===== config.mk =====
export PLATFORM = sky130hd
export DESIGN_NAME = stack_op_sequencer
export DESIGN_NICKNAME = d
export VERILOG_FILES = /design/src/rtl/stack_pkg.sv /design/src/rtl/stack_op_sequencer.sv
export SDC_FILE = /design/constraint.sdc
export NUM_CORES = 1
export LEC_CHECK = 0
export CAP_MARGIN = 40
export CORE_UTILIZATION = 49
export DETAILED_ROUTE_END_ITERATION = 10
export PLACE_DENSITY = 0.73
export SLEW_MARGIN = 0
export SYNTH_ARGS = -nofsm -noshare
export SYNTH_HDL_FRONTEND = slang
export SYNTH_SLANG_ARGS = --single-unit

===== constraint.sdc =====
create_clock -name clk -period 2.55 [get_ports clk]
set_input_delay 0.6375 -clock clk [delete_from_list [all_inputs] [get_ports clk]]
set_output_delay 0.6375 -clock clk [all_outputs]
set_load 0.005 [all_outputs]

===== src/rtl/stack_pkg.sv =====
// Shared constants for the stack micro-sequencer: opcodes, FSM encoding,
// response error codes and the operand precondition check.
package stack_pkg;

    // Instruction opcodes
    localparam logic [2:0] OP_NOP  = 3'd0;
    localparam logic [2:0] OP_PUSH = 3'd1;
    localparam logic [2:0] OP_POP  = 3'd2;
    localparam logic [2:0] OP_ADD  = 3'd3;
    localparam logic [2:0] OP_SUB  = 3'd4;
    localparam logic [2:0] OP_DUP  = 3'd5;
    localparam logic [2:0] OP_SWAP = 3'd6;
    localparam logic [2:0] OP_RSVD = 3'd7;

    // Sequencer FSM encoding
    localparam logic [2:0] StIdle  = 3'd0;
    localparam logic [2:0] StPopA  = 3'd1;
    localparam logic [2:0] StCapA  = 3'd2;
    localparam logic [2:0] StPopB  = 3'd3;
    localparam logic [2:0] StCapB  = 3'd4;
    localparam logic [2:0] StPush1 = 3'd5;
    localparam logic [2:0] StPush2 = 3'd6;
    localparam logic [2:0] StDone  = 3'd7;

    // Response error codes
    localparam logic ERR_NONE   = 1'b0;
    localparam logic ERR_REJECT = 1'b1;

    // True when the stack holds enough operands / free slots for the opcode.
    function automatic logic op_allowed(logic [2:0] op, int unsigned lvl, int unsigned depth);
        logic ok;
        ok = 1'b0;
        case (op)
            OP_NOP:                ok = 1'b1;
            OP_PUSH:               ok = (lvl < depth);
            OP_POP:                ok = (lvl >= 1);
            OP_ADD, OP_SUB, OP_SWAP: ok = (lvl >= 2);
            OP_DUP:                ok = (lvl >= 1) && (lvl < depth);
            default:               ok = 1'b0;
        endcase
        return ok;
    endfunction

endpackage


===== src/rtl/stack_op_sequencer.sv =====
// Micro-sequencer that executes one stack-machine instruction at a time by
// strobing push/pop on an external stack, then returns a held response.
module stack_op_sequencer
    import stack_pkg::*;
#(
    parameter int unsigned WIDTH = 8,
    parameter int unsigned DEPTH = 3,
    localparam int unsigned LVL_W = $clog2(DEPTH + 1)
) (
    input  logic             clk,
    input  logic             rst,
    input  logic             op_valid,
    output logic             op_ready,
    input  logic [2:0]       op_code,
    input  logic [WIDTH-1:0] op_imm,
    output logic             rsp_valid,
    input  logic             rsp_ready,
    output logic [WIDTH-1:0] rsp_data,
    output logic             rsp_err,
    output logic             st_push,
    output logic             st_pop,
    output logic [WIDTH-1:0] st_data_in,
    input  logic [WIDTH-1:0] st_data_out,
    output logic [LVL_W-1:0] level
);

    logic [2:0]       state_q, state_d;
    logic [2:0]       opc_q, opc_d;
    logic [WIDTH-1:0] a_q, a_d;
    logic [WIDTH-1:0] b_q, b_d;
    logic [LVL_W-1:0] level_q, level_d;
    logic [WIDTH-1:0] din_q, din_d;
    logic [WIDTH-1:0] rdata_q, rdata_d;
    logic             rerr_q, rerr_d;
    logic [WIDTH-1:0] alu;

    // b comes straight off st_data_out in CAP_B, so the ALU uses it directly.
    always_comb begin
        alu = (opc_q == OP_SUB) ? (st_data_out - a_q) : (st_data_out + a_q);
    end

    // Next-state and datapath register updates.
    always_comb begin
        state_d = state_q;
        opc_d   = opc_q;
        a_d     = a_q;
        b_d     = b_q;
        level_d = level_q;
        din_d   = din_q;
        rdata_d = rdata_q;
        rerr_d  = rerr_q;
        case (state_q)
            StIdle: begin
                if (op_valid) begin
                    opc_d   = op_code;
                    rdata_d = '0;
                    if (!op_allowed(op_code, 32'(level_q), DEPTH)) begin
                        rerr_d  = ERR_REJECT;
                        state_d = StDone;
                    end else begin
                        rerr_d = ERR_NONE;
                        case (op_code)
                            OP_NOP:  state_d = StDone;
                            OP_PUSH: begin
                                din_d   = op_imm;
                                state_d = StPush1;
                            end
                            default: state_d = StPopA;
                        endcase
                    end
                end
            end
            StPopA: begin
                level_d = level_q - LVL_W'(1);
                state_d = StCapA;
            end
            StCapA: begin
                a_d = st_data_out;
                case (opc_q)
                    OP_POP: begin
                        rdata_d = st_data_out;
                        state_d = StDone;
                    end
                    OP_DUP: begin
                        din_d   = st_data_out;
                        state_d = StPush1;
                    end
                    default: state_d = StPopB;
                endcase
            end
            StPopB: begin
                level_d = level_q - LVL_W'(1);
                state_d = StCapB;
            end
            StCapB: begin
                b_d     = st_data_out;
                din_d   = (opc_q == OP_SWAP) ? a_q : alu;
                state_d = StPush1;
            end
            StPush1: begin
                level_d = level_q + LVL_W'(1);
                if (opc_q == OP_DUP || opc_q == OP_SWAP) begin
                    din_d   = (opc_q == OP_SWAP) ? b_q : a_q;
                    state_d = StPush2;
                end else begin
                    // The value just pushed is the response for PUSH/ADD/SUB.
                    rdata_d = din_q;
                    state_d = StDone;
                end
            end
            StPush2: begin
                level_d = level_q + LVL_W'(1);
                rdata_d = din_q;
                state_d = StDone;
            end
            StDone: begin
                if (rsp_ready) state_d = StIdle;
            end
            default: state_d = StIdle;
        endcase
    end

    // State registers; reset abandons any instruction in flight.
    always_ff @(posedge clk or negedge rst) begin
        if (!rst) begin
            state_q <= StIdle;
            opc_q   <= OP_NOP;
            a_q     <= '0;
            b_q     <= '0;
            level_q <= '0;
            din_q   <= '0;
            rdata_q <= '0;
            rerr_q  <= ERR_NONE;
        end else begin
            state_q <= state_d;
            opc_q   <= opc_d;
            a_q     <= a_d;
            b_q     <= b_d;
            level_q <= level_d;
            din_q   <= din_d;
            rdata_q <= rdata_d;
            rerr_q  <= rerr_d;
        end
    end

    // Moore outputs decoded from the state.
    always_comb begin
        op_ready   = (state_q == StIdle);
        rsp_valid  = (state_q == StDone);
        st_pop     = (state_q == StPopA) || (state_q == StPopB);
        st_push    = (state_q == StPush1) || (state_q == StPush2);
        st_data_in = din_q;
        rsp_data   = rdata_q;
        rsp_err    = rerr_q;
        level      = level_q;
    end

endmodule


After elaboration in Yosys (flattened, before gate mapping)
Index checks and enable logic that the tools add are counted.

storage, ports and cells
  flip-flop bits (word level) = 41
  word-level logic and storage cells = 81

operators by class
  $add $sub $neg = 4
  $lt $le $gt $ge = 3
  eq/ne operators = 25
  multiplexer cells = 25
  reduce and logical (&&, ||, !) cells = 16

operators with widths
  kind                                           count
  two-way mux 8 bit                              11
  one-hot mux 8 bit (4 select lines)             2
  == test 3 bit, second input constant           10
  one-hot mux 3 bit (8 select lines)             1
  == test 3 x 2 -> 1 bit, second input constant  5
  one-hot mux 3 bit (2 select lines)             2
  != test 2 bit, second input constant           5
  two-way mux 3 bit                              3
  adder 8 bit                                    1
  nonzero test 4 bit                             2
  subtractor 8 bit                               1
  == test 3 x 1 -> 1 bit, second input constant  2
  logical NOT 3 bit                              2
  != test 2 x 1 -> 1 bit, second input constant  3
  AND reduction 6 bit                            1
  one-hot mux 1 bit (5 select lines)             1
  two-way mux 1 bit                              4
  one-hot mux 2 bit (2 select lines)             1
  AND reduction 2 bit                            2
  AND reduction 4 bit                            1
  OR reduction 2 bit                             2
  logical OR 1 bit                               3
  OR reduction 3 bit                             1
  adder 2 x 1 -> 2 bit, second input constant    1
  other kinds (6)                                6

Depth between registers and ports, before layout
Gate-level depths: netlist (run 1).

  word-level depth = 8
  depth in mapped cells = 11
  depth with buffers taken out = 11

Least setup slack after synthesis (run 1)
OpenSTA, ideal clock, no wires.

  path type = flip-flop to flip-flop
  start point = register opc_q[0]
  end point = register din_q[6], in the netlist st_data_in[6]
  arrival time = 2.549 ns
  setup slack = -0.120 ns
  cell stages (with the launch flop) = 11
  buffers on the path = 1
  clock period less this slack = 2.670 ns
  cell sequence = dfrtp_1 -> buf_4 -> nor3b_2 -> mux2_2 -> fa_1 -> nand2b_1 -> a21oi_1 -> o21a_1 -> o21ai_0 -> a31o_1 -> a22o_1

on the way
  cells in the longest elaborated chain, start to end = 4

ends and longest elaborated chain
  what                                                                       RTL line                   text
  from (decl)                                                                stack_op_sequencer.sv:28   logic [2:0] opc_q, opc_d;
  from (signal assigned)                                                     stack_op_sequencer.sv:136  opc_q <= opc_d;
  == test 3 bit (on tied branches)                                           n/a
  two-way mux 8 bit, or another cell as far along                            stack_op_sequencer.sv:103  din_d = (opc_q == OP_SWAP) ? b_q : a_q;
  two-way mux 8 bit, or another cell as far along                            stack_op_sequencer.sv:102  if (opc_q == OP_DUP || opc_q == OP_SWAP) begin
  one-hot mux 8 bit (4 select lines) or AND reduction 6 bit (tied branches)  n/a
  to (signal assigned)                                                       stack_op_sequencer.sv:140  din_q <= din_d;
  to (decl)                                                                  stack_op_sequencer.sv:32   logic [WIDTH-1:0] din_q, din_d;

Parallel ways exist; a longest one is shown, timed or not. The select of a mux whose other input is x is not followed.
A chain may end at the register's enable or synchronous reset.

Worst setup path in the final report (run 1)
  start point = input st_data_out[0]
  end point = register din_q[6], in the netlist st_data_in[6]

on the way
  cells in the longest elaborated chain, start to end = 4

ends and longest elaborated chain
  what                                             RTL line                  text
  from (decl)                                      stack_op_sequencer.sv:23  input logic [WIDTH-1:0] st_data_out,
  adder 8 bit or subtractor 8 bit (tied branches)  stack_op_sequencer.sv:39  alu = (opc_q == OP_SUB) ? (st_data_out - a_q) : (st_data_out + a_q);
  two-way mux 8 bit (*)                            stack_op_sequencer.sv:39
  two-way mux 8 bit (*)                            stack_op_sequencer.sv:97  din_d = (opc_q == OP_SWAP) ? a_q : alu;
  one-hot mux 8 bit (4 select lines) (*)           stack_op_sequencer.sv:52  case (state_q)

Mark *: on every way between the ends. The rest lies on a longest branch, timed or not.

==> results of run 1 <==
-- Yosys cell counts (all sizes together) (2+ instances only) --
library cell  count  area (um^2)
nand3             8         40.0
nor2             29          111
buf              13         91.3
o22a              5         43.8
xnor2             9         78.8
o22ai             6         37.5
clkbuf            5         18.8
nand2b            8         52.6
o21ai            18         90.1
mux2i             4         40.0
nor2b             3         18.8
nand2            35          131
nor3b             4         40.0
a22o              6         52.6
a21oi            22          118
dfrtp            41         1030
a31oi             5         31.3
a211oi            9         67.6
o211ai            2         15.0
a31o              2         17.5
mux2             21          267
nor3              7         46.3
ha               11          138
nand3b            2         15.0
o21a              2         15.0
inv              17         63.8
o31ai             6         45.0
xor2              3         26.3
-- stage by stage --
step | cell area [um^2] | worst slack, ns | hold slack, ns | TNS (ns)
detailed placement | 3590 | -0.361 | 0.471 | -0.869
global placement | 3590 | -0.280 | 0.472 | -0.704
finish | 3790 | 0.0190 | 0.146 | 0
CTS | 3710 | 0.0189 | 0.144 | 0
global route | 3790 | -0.0768 | 0.140 | -0.214
floorplan | 2880 | 0.000140 | 0.342 | 0
-- power by group --
| part | total (mW) | switching [mW] | internal, mW | leakage (nW) |
|---|---|---|---|---|
| registers | 1.23 | 0.265 | 0.960 | 0.503 |
| logic | 3.92 | 1.94 | 1.98 | 1.11 |
| clock network | 0.545 | 0.252 | 0.293 | 0.0543 |
| total | 5.69 | 2.45 | 3.23 | 1.66 |
-- kinds of logic after synthesis --
kind of cell | share of synthesized area [%]
adder cells (fa/ha/maj) | 5.50
XOR/XNOR | 3.67
flip-flops | 35.8
buffers and inverters | 6.06
multiplexers | 10.7
AO/OA/AOI/OAI | 21.7
AND/OR/NAND/NOR | 16.6
-- path summary, 6_finish.rpt --
check | cells after the start | slack, ns | end | startpoint
setup / recovery | 10 | 0.02 | st_data_in[6] | st_data_out[0]
hold / removal | 1 | 0.15 | rsp_data[7] | rst
setup reg to reg | 11 | 0.04 | st_data_in[6] | opc_q[0]
hold reg to reg | 2 | 0.51 | st_data_in[4] | st_data_in[4]
max in group asynchronous | 2 | 1.92 | opc_q[1] | rst
min in group clk | 2 | 0.51 | st_data_in[4] | st_data_in[4]
-- worst max-delay path: stages --
cell	delay, ns
clkdlybuf4s50_1	0.47
inv_1	0.06
ha_1	0.23
fa_2	0.38
nand2b_4	0.17
a21oi_2	0.14
o21a_1	0.14
o21ai_0	0.08
a31o_1	0.23
a22o_1	0.17
-- cell usage in the layout (no fill, tap or decap), drive strengths merged, types with 2 or more instances in the layout --
cell type	instances
nor2b	3
clkbuf	5
nor3b	4
xor2	3
o22a	5
a31o	2
mux2	21
o31ai	6
nor3	7
o22ai	6
xnor2	9
nand3	8
clkdlybuf4s50	44
o21ai	18
nor2	29
ha	11
mux2i	4
nand3b	2
buf	43
a211oi	9
o21a	2
a21oi	22
inv	17
a31oi	5
o211ai	2
nand2	35
nand2b	8
dfrtp	41
a22o	6
-- final cells by class --
cell class	count	share of cell area, %
Inverter	17	1.68
Clock inverter	3	1.22
Clock buffer	5	1.81
Sequential cell	41	27.0
Timing Repair Buffer	87	20.2
Multi-Input combinational cell	241	45.6
Tap cell	72	2.37
-- per-layer routing --
layer  vias to the layer above  track usage [%]  share of wire (%)
li1                       1291                -                  -
met1                      1265             37.5                 47
met4                         0             9.63                1.6
met2                        89             42.2                 46
met5                         -                0                  0
met3                        11             5.12                6.0
-- sequential cells by signal, summed over array words and instances, names as in the netlist --
name and flops:
a_q 8, b_q 8, level 2, opc_q 3, rsp_data 8, rsp_err 1
st_data_in 8, state_q 3
-- what timing repair did --
action | in CTS | in global routing
setup endpoints to repair | 2 | 5
gates resized for setup | 2 | 12
setup buffers | 0 | 4
pin swaps | 0 | 9
cloned | 0 | 0
==> run metrics, run 1 <==
total grt overflow 0; Post-synth ARST share between 90% and 100%; Tightest Pin Transition 0.586 ns; Rel. slew slack 60.8%; Die ar. 6160 um^2; CTS Root Cell clkbuf_8; All-Layer GR Usage 27.1%; Crit Path Max Fanout 3; Die Wd ~79 um; number of global-route vias before repair 2,648; DP Wirelength 5770 um; # nets final 428; Final Non-Filler Cells 466; Cells after Synth between 300 and 400; # fillers 446; Syn Nets between 300 and 400; Fin. Hold Viols 0; layout cells sized above 1 22.6%; port buffer count 45; post-synth design cell area between 2000 and 3000 um^2; Tot Pwr 5.69 mW; Area Growth Syn to Fin 32.3%; # setup viols final 0; n_diodes 0; MaxCap Viol Count 0; first-pass GRT wire length ~13,000 um; clock sinks 41; drt first-iter violations 290; Register Area roughly 1000 um^2; via count 2,656; TritonCTS Buffers 5; Critical Path Sink Type flop; Worst Skew 0.0120 ns; sequential share of the synthesized area 35.8%; RSZ-0062 raised after global routing true; Worst setup SP type input port; # hold bufs at CTS 0; P_leak 1.66 nW; crit path kind in2reg; Detail Route Antenna Nets 0; Yosys warnings 0; Hold WC Path Type in2async; Worst EP required 2.74 ns; Max clock buf depth 2; synthesized area per cell 9.05 um^2; Yosys cell types 51; Tmin final 2.53 ns; area of the multi-input gates 1730 um^2; CTS clk-pin slew, worst paths 0.08 ns; residual DRC count 0; Main synth FF type dfrtp_1; H-Tree Depth 2; status complete, no violations; total I/O pin count 46; initial antenna violation count 0; First-pass DRT Iterations 4; Util after Layout 68.1%; worst vdd ir 0.000624 V; TritonCTS clock tree built; Starting Density slightly above 50%; Rows 27; largest net degree at the start of global routing 20; core area 5570 um^2; WL final 7780 um; final worst path period share 99.3%; Max Fclk 395 MHz; fin. max-slew vios 0; Vias per Instance 5.70; EDFF count, synth 0; WL per Instance roughly 17 um; # placed instances 454; synthesized flop and latch total 41; pwr dens ~1500 nW/um^2; CP arrival 2.73 ns; Die Ht approximately 80 um; clock latency on the worst-skew pair ~0.31 ns; routability congestion estimate 0.894
Power figures use the tool's default switching activity.
==> run 2, diff against run 1 <==
- CORE_UTILIZATION: 49 -> 47
- PLACE_DENSITY: 0.73 -> 0.7
==> run metrics, run 2 (same netlist as run 1, synthesis figures left out) <==
status finished with violations; failing checks DRC; n_diodes 0; largest net degree at the start of global routing 20; residual DRC count 1; Max clock buf depth 2; Starting Density 48.7%; # setup viols final 0; WL per Instance 15.4 um; Crit Path Max Fanout 6; TritonCTS clock tree built; Final Non-Filler Cells 465; Max Fclk 397 MHz; drt first-iter violations 256; H-Tree Depth 2; final worst path period share 98.9%; CP arrival 2.73 ns; crit path kind reg2reg; pre-CTS WS -0.347 ns; via count 2,572; P_leak approximately 1.6 nW; Vias per Instance 5.53; Detail Route Antenna Nets 0; Worst setup SP type flop; CTS clk-pin slew, worst paths 0.09 ns; initial antenna violation count 0; # fillers 507; RSZ-0062 raised after global routing true; fin. max-slew vios 0; layout cells sized above 1 21.3%; crit-path max cell delay 0.41 ns; number of global-route vias before repair around 2,300; Area Growth Syn to Fin 30.9%; # nets final 424; critical path's top delay family compound AO/OA/AOI/OAI gates; Tightest Pin Transition 0.563 ns; pwr dens 1460 nW/um^2; Setup TNS Final 0 ns; total I/O pin count 46; core area 5890 um^2; total grt overflow 0; Die ar. 6420 um^2; WL final approximately 7000 um; first-pass GRT wire length 11,700 um; Die Wd 80.1 um; Hold WC Path Type in2async; crit-path cells nor3b_4 > buf_4 > nor2_1 > xnor2_1 > ha_1 > o21ai_2 > a21oi_2 > o21a_1 > or3_1 > a31o_1 > a22o_1; clock latency on the worst-skew pair 0.31 ns; Fin. Hold Viols 0; Die Ht 80.1 um; routability congestion estimate ~0.9; DP Wirelength 5460 um; # hold bufs at CTS 0; First-pass DRT Iterations 7; worst vdd ir 0.000626 V; worst flop-to-flop path startpoint opc_q[0]; Rows 28; worst path bufs/invs 1; Worst EP required ~2.8 ns; TritonCTS Buffers 5; Critical Path Sink Type flop; # placed instances 456; Tmin final 2.52 ns; most frequent cells in the layout clkdlybuf4s50_1, dfrtp_1, buf_4; MaxCap Viol Count 0; crit path launch opc_q[0]; Critical-path top delay cell dfrtp_1; Worst Skew roughly 0.013 ns; CTS Root Cell clkbuf_8; Hold Slack ~0.22 ns; Final WS setup 0.0287 ns; clock sinks 41; All-Layer GR Usage approximately a quarter; Rel. slew slack 62.4%; most common cell after layout, fill and taps aside clkdlybuf4s50_1; port buffer count 45
[run 2: cell type report]
cell class	count	area (um^2)	share of cell area (%)
clock buffers	5	68.8	1.83
clock inverters	3	46.3	1.23
inverters	17	63.8	1.70
multi-input cells	241	1710	45.6
flip-flops and latches	41	1030	27.3
well taps	75	93.8	2.50
repair buffers	83	743	19.8
[run 2: metal layers]
metal | wire (um) | track usage (%) | part of all wire, %
met4 | 85 | 6.43 | 1.2
met1 | 3620 | 35.6 | 50
met3 | 442 | 5.80 | 6.2
met5 | 0 | 0 | 0
met2 | 3030 | 33.8 | 42
[run 2: power by group]
part | total [mW] | internal (mW) | switching [mW]
Clock | 0.552 | 0.293 | 0.259
Combinational | 3.74 | 1.90 | 1.84
Sequential | 1.21 | 0.960 | 0.246
[run 2: through the flow]
stage | util (%) | instance area, um^2 | power [mW]
floorplan | - | 2880 | 3.69
global placement | 61.2 | 3600 | 4.72
detailed placement | 61.2 | 3600 | 4.79
CTS | 63.1 | 3720 | 5.36
global route | 63.8 | 3750 | 5.97
finish | 63.8 | 3750 | 5.50
[run 2: what timing repair did]
action                                  4_1_cts  5_1_grt
pin swaps                                     0        1
gates resized for setup                       1        6
buffers inserted                              0        1
endpoints found under the setup margin        1        3
[run 2: final timing paths]
path,endpoint,depth (start not counted),slack (ns)
worst max-delay path,st_data_in[6],11,0.03
worst min-delay path,rsp_data[2],1,0.22
worst max register to register,st_data_in[6],11,0.03
worst min register to register,st_data_in[5],2,0.51
max in group asynchronous,a_q[1],2,1.81
min in group clk,st_data_in[5],2,0.51
[run 2: worst reg2reg max path, stage by stage, from the launching register on]
cell and delay (ns):
dfrtp_1 0.41, nor3b_4 0.25, buf_4 0.18, nor2_1 0.06, xnor2_1 0.13, ha_1 0.32, o21ai_2 0.18, a21oi_2 0.05
o21a_1 0.17, or3_1 0.30, a31o_1 0.21, a22o_1 0.17
==> run 3, diff against run 2 <==
- CORE_UTILIZATION: 47 -> 49
- PLACE_DENSITY: 0.7 -> 0.73
==> results of run 3 <==
Same layout as run 1: the final DEF is identical, and so are final timing and power.
==> edit, RTL diff (config.mk and constraints of run 3) <==
Make the reset (`rst`) synchronous in one clocked block.
--- a/src/rtl/stack_op_sequencer.sv
+++ b/src/rtl/stack_op_sequencer.sv
@@ -121,7 +121,7 @@
     end
 
     // State registers; reset abandons any instruction in flight.
-    always_ff @(posedge clk or negedge rst) begin
+    always_ff @(posedge clk) begin
         if (!rst) begin
             state_q <= StIdle;
             opc_q   <= OP_NOP;
Function: differs if rst is asserted again (counterexample within 4 cycles, from zero or initial values and one cycle with rst low); with rst held inactive, the same outputs for 10 cycles.
==> edit against run 3 <==
Power is 36% lower; design area decreased by 10%; worst hold slack improved by 0.35 ns; setup slack better by 0.053 ns; first-iteration DRC count fell by 32%; register-to-register slack better by 0.06 ns; fmax up 2.1%; sequential cell count is the same; synthesized area decreased by 12%; global-route usage rose by 1.2 points; count of clock-buffer cells in the layout did not move; wire length is 4.6% lower.
==> edit: results (changes against run 3) <==
Placed design
  – Placed cell count: 446 (-1.8%)
  – Pre-CTS WS: -0.258 ns (+0.103 ns)
  – Hpwl dp: 5620 microns (-2.6%)
  – Routability Congestion: 0.933 (+4.4%)

Worst setup path
  – Worst setup endpoint: st_push
  – Arrival time of the worst setup path: 1.84 ns (-0.89 ns)
  – Worst setup path startpoint: state_q[0]
  – Reg-to-reg startpoint: opc_q[0]
  – CP Max Fanout: 11 (+8)
  – R2R Setup Slk: 0.10 ns (+0.06 ns)
  – Worst R2R End: st_data_in[4]
  – Max incr delay on CP: 0.56 ns (+0.09 ns)
  – Cell family with most CP delay: buffers and inverters

Drt
  – Routed length per instance: 16.3 microns (-2.3%)
  – First drt pass iteration count: 5 (+1)
  – DR vias: 2,661 (+0.19%)
  – Routed wl met2: 3340 microns (-5.9%)
  – Wl on met1: 3410 microns (-6.1%)
  – Met3 WL: 528 microns (+14%)
  – Iteration-0 DRC Markers: 198 (-32%)

Synth
  – Syn avg cell area: 7.93 sq um (-12%)
  – Top_reg_cell synth: dfxtp_1
  – Commonest cells in the synthesized netlist: nand2_1 (43), dfxtp_1 (41), nor2_1 (36)
  – Mux contribution to synthesized area: 4.81% (-5.9 points)
  – Adder-cell share of the synthesized area: 6.25% (+0.75 points)
  – Distinct cells, synth: 56 (+9.8%)
  – Post-synthesis sequential area ratio: 32.5% (-3.2 points)
  – Synthesized Nets: 353 (+0.28%)
  – Synth Area in Compound Gates: 25.9% (+4.3 points)
  – Ys async rst share: 0% (-100 points)
  – Post-Synth XOR/XNOR Area: 4.86% (+1.2 points)
  – Top cells by area, synth: dfxtp_1 (33%), nand2_1 (6.4%), ha_1 (5.5%), nor2_1 (5.4%), a21oi_1 (5.0%)

Cells and area
  – N_diodes: 0 (unchanged)
  – Nets: 422 (-1.4%)
  – FILL cells: 409 (-8.3%)
  – Share of layout cells above drive strength 1: 14.2% (-8.4 points)
  – Final std cells w/o fill: 455 (-2.4%)

Run status
  – Outcome: complete, no violations

Timing
  – Worst-Margin Slew: 0.719 ns (+0.132 ns)
  – Min Tclk post-route: 2.48 ns (-0.0533 ns)
  – Fin Clk Skew: 0.0107 ns (-0.00129 ns)

Global route
  – Overall global routing resource usage: 28.3% (+1.2 points)
  – Largest net degree at the start of global routing: 17 (-15%)
  – Global-route wire length before repair: 11,600 microns (-10%)
  – Vias in the first global route: 2,320 (-12%)

Pwr
  – Peak VDD IR: 0.518 mV (-17%)
  – Static leakage: 1.30 nW (-22%)

Clock tree
  – Hold-fix buffers, CTS: 0 (unchanged)
  – CTS max path bufs: 2 (unchanged)

Worst hold path
  – Hold Path Class: flip-flop to flip-flop
-- edit: worst min-delay path: cells and delay by family, from the launching register on --
kind | cells | cell delay [ns]
compound gates | 1 | 0.05
flops | 1 | 0.34
simple gates | 1 | 0.06
-- edit: per-layer routing --
metal | vias to the layer above | global-route usage (%)
met2 | 106 | 42.5
met1 | 1251 | 41.2
met3 | 16 | 4.25
met4 | 0 | 9.40
met5 | - | 0
li1 | 1288 | -
-- edit: power breakdown --
part | switching (mW) | internal [mW] | total [mW]
Combinational | 1.04 | 1.05 | 2.09
Clock | 0.243 | 0.293 | 0.537
Sequential | 0.175 | 0.829 | 1.00
-- edit: worst min-delay path by stage --
stage / startpoint / end / slack, ns / cells after the start
5_1_grt: rsp_data[6] / rsp_data[6] / 0.52 / 2
3_3_place_gp: st_data_in[0] / st_data_in[0] / 0.47 / 2
6_report: st_data_in[0] / st_data_in[0] / 0.49 / 2
4_1_cts: st_data_in[0] / st_data_in[0] / 0.49 / 2
2_1_floorplan: b_q[7] / b_q[7] / 0.46 / 2
3_5_place_dp: st_data_in[0] / st_data_in[0] / 0.48 / 2
-- edit: cell type report --
class                           count  share of cell area, %
Clock inverter                      3                   1.36
Tap cell                           67                   2.46
Timing Repair Buffer               77                   20.3
Sequential cell                    41                   24.2
Clock buffer                        5                   2.02
Inverter                           15                   1.66
Multi-Input combinational cell    247                   48.0
-- edit: through the flow --
stage / utilization (%) / area (sq um)
4_1_cts: 69.1 / 3350
3_5_place_dp: 66.7 / 3240
3_3_place_gp: 66.7 / 3240
2_1_floorplan: - / 2520
6_report: 70.2 / 3400
5_1_grt: 70.2 / 3400
-- edit: timing repair --
action | in CTS | in global routing
resized for setup | 0 | 11
setup endpoints to repair | 0 | 5
buffers inserted | 0 | 1
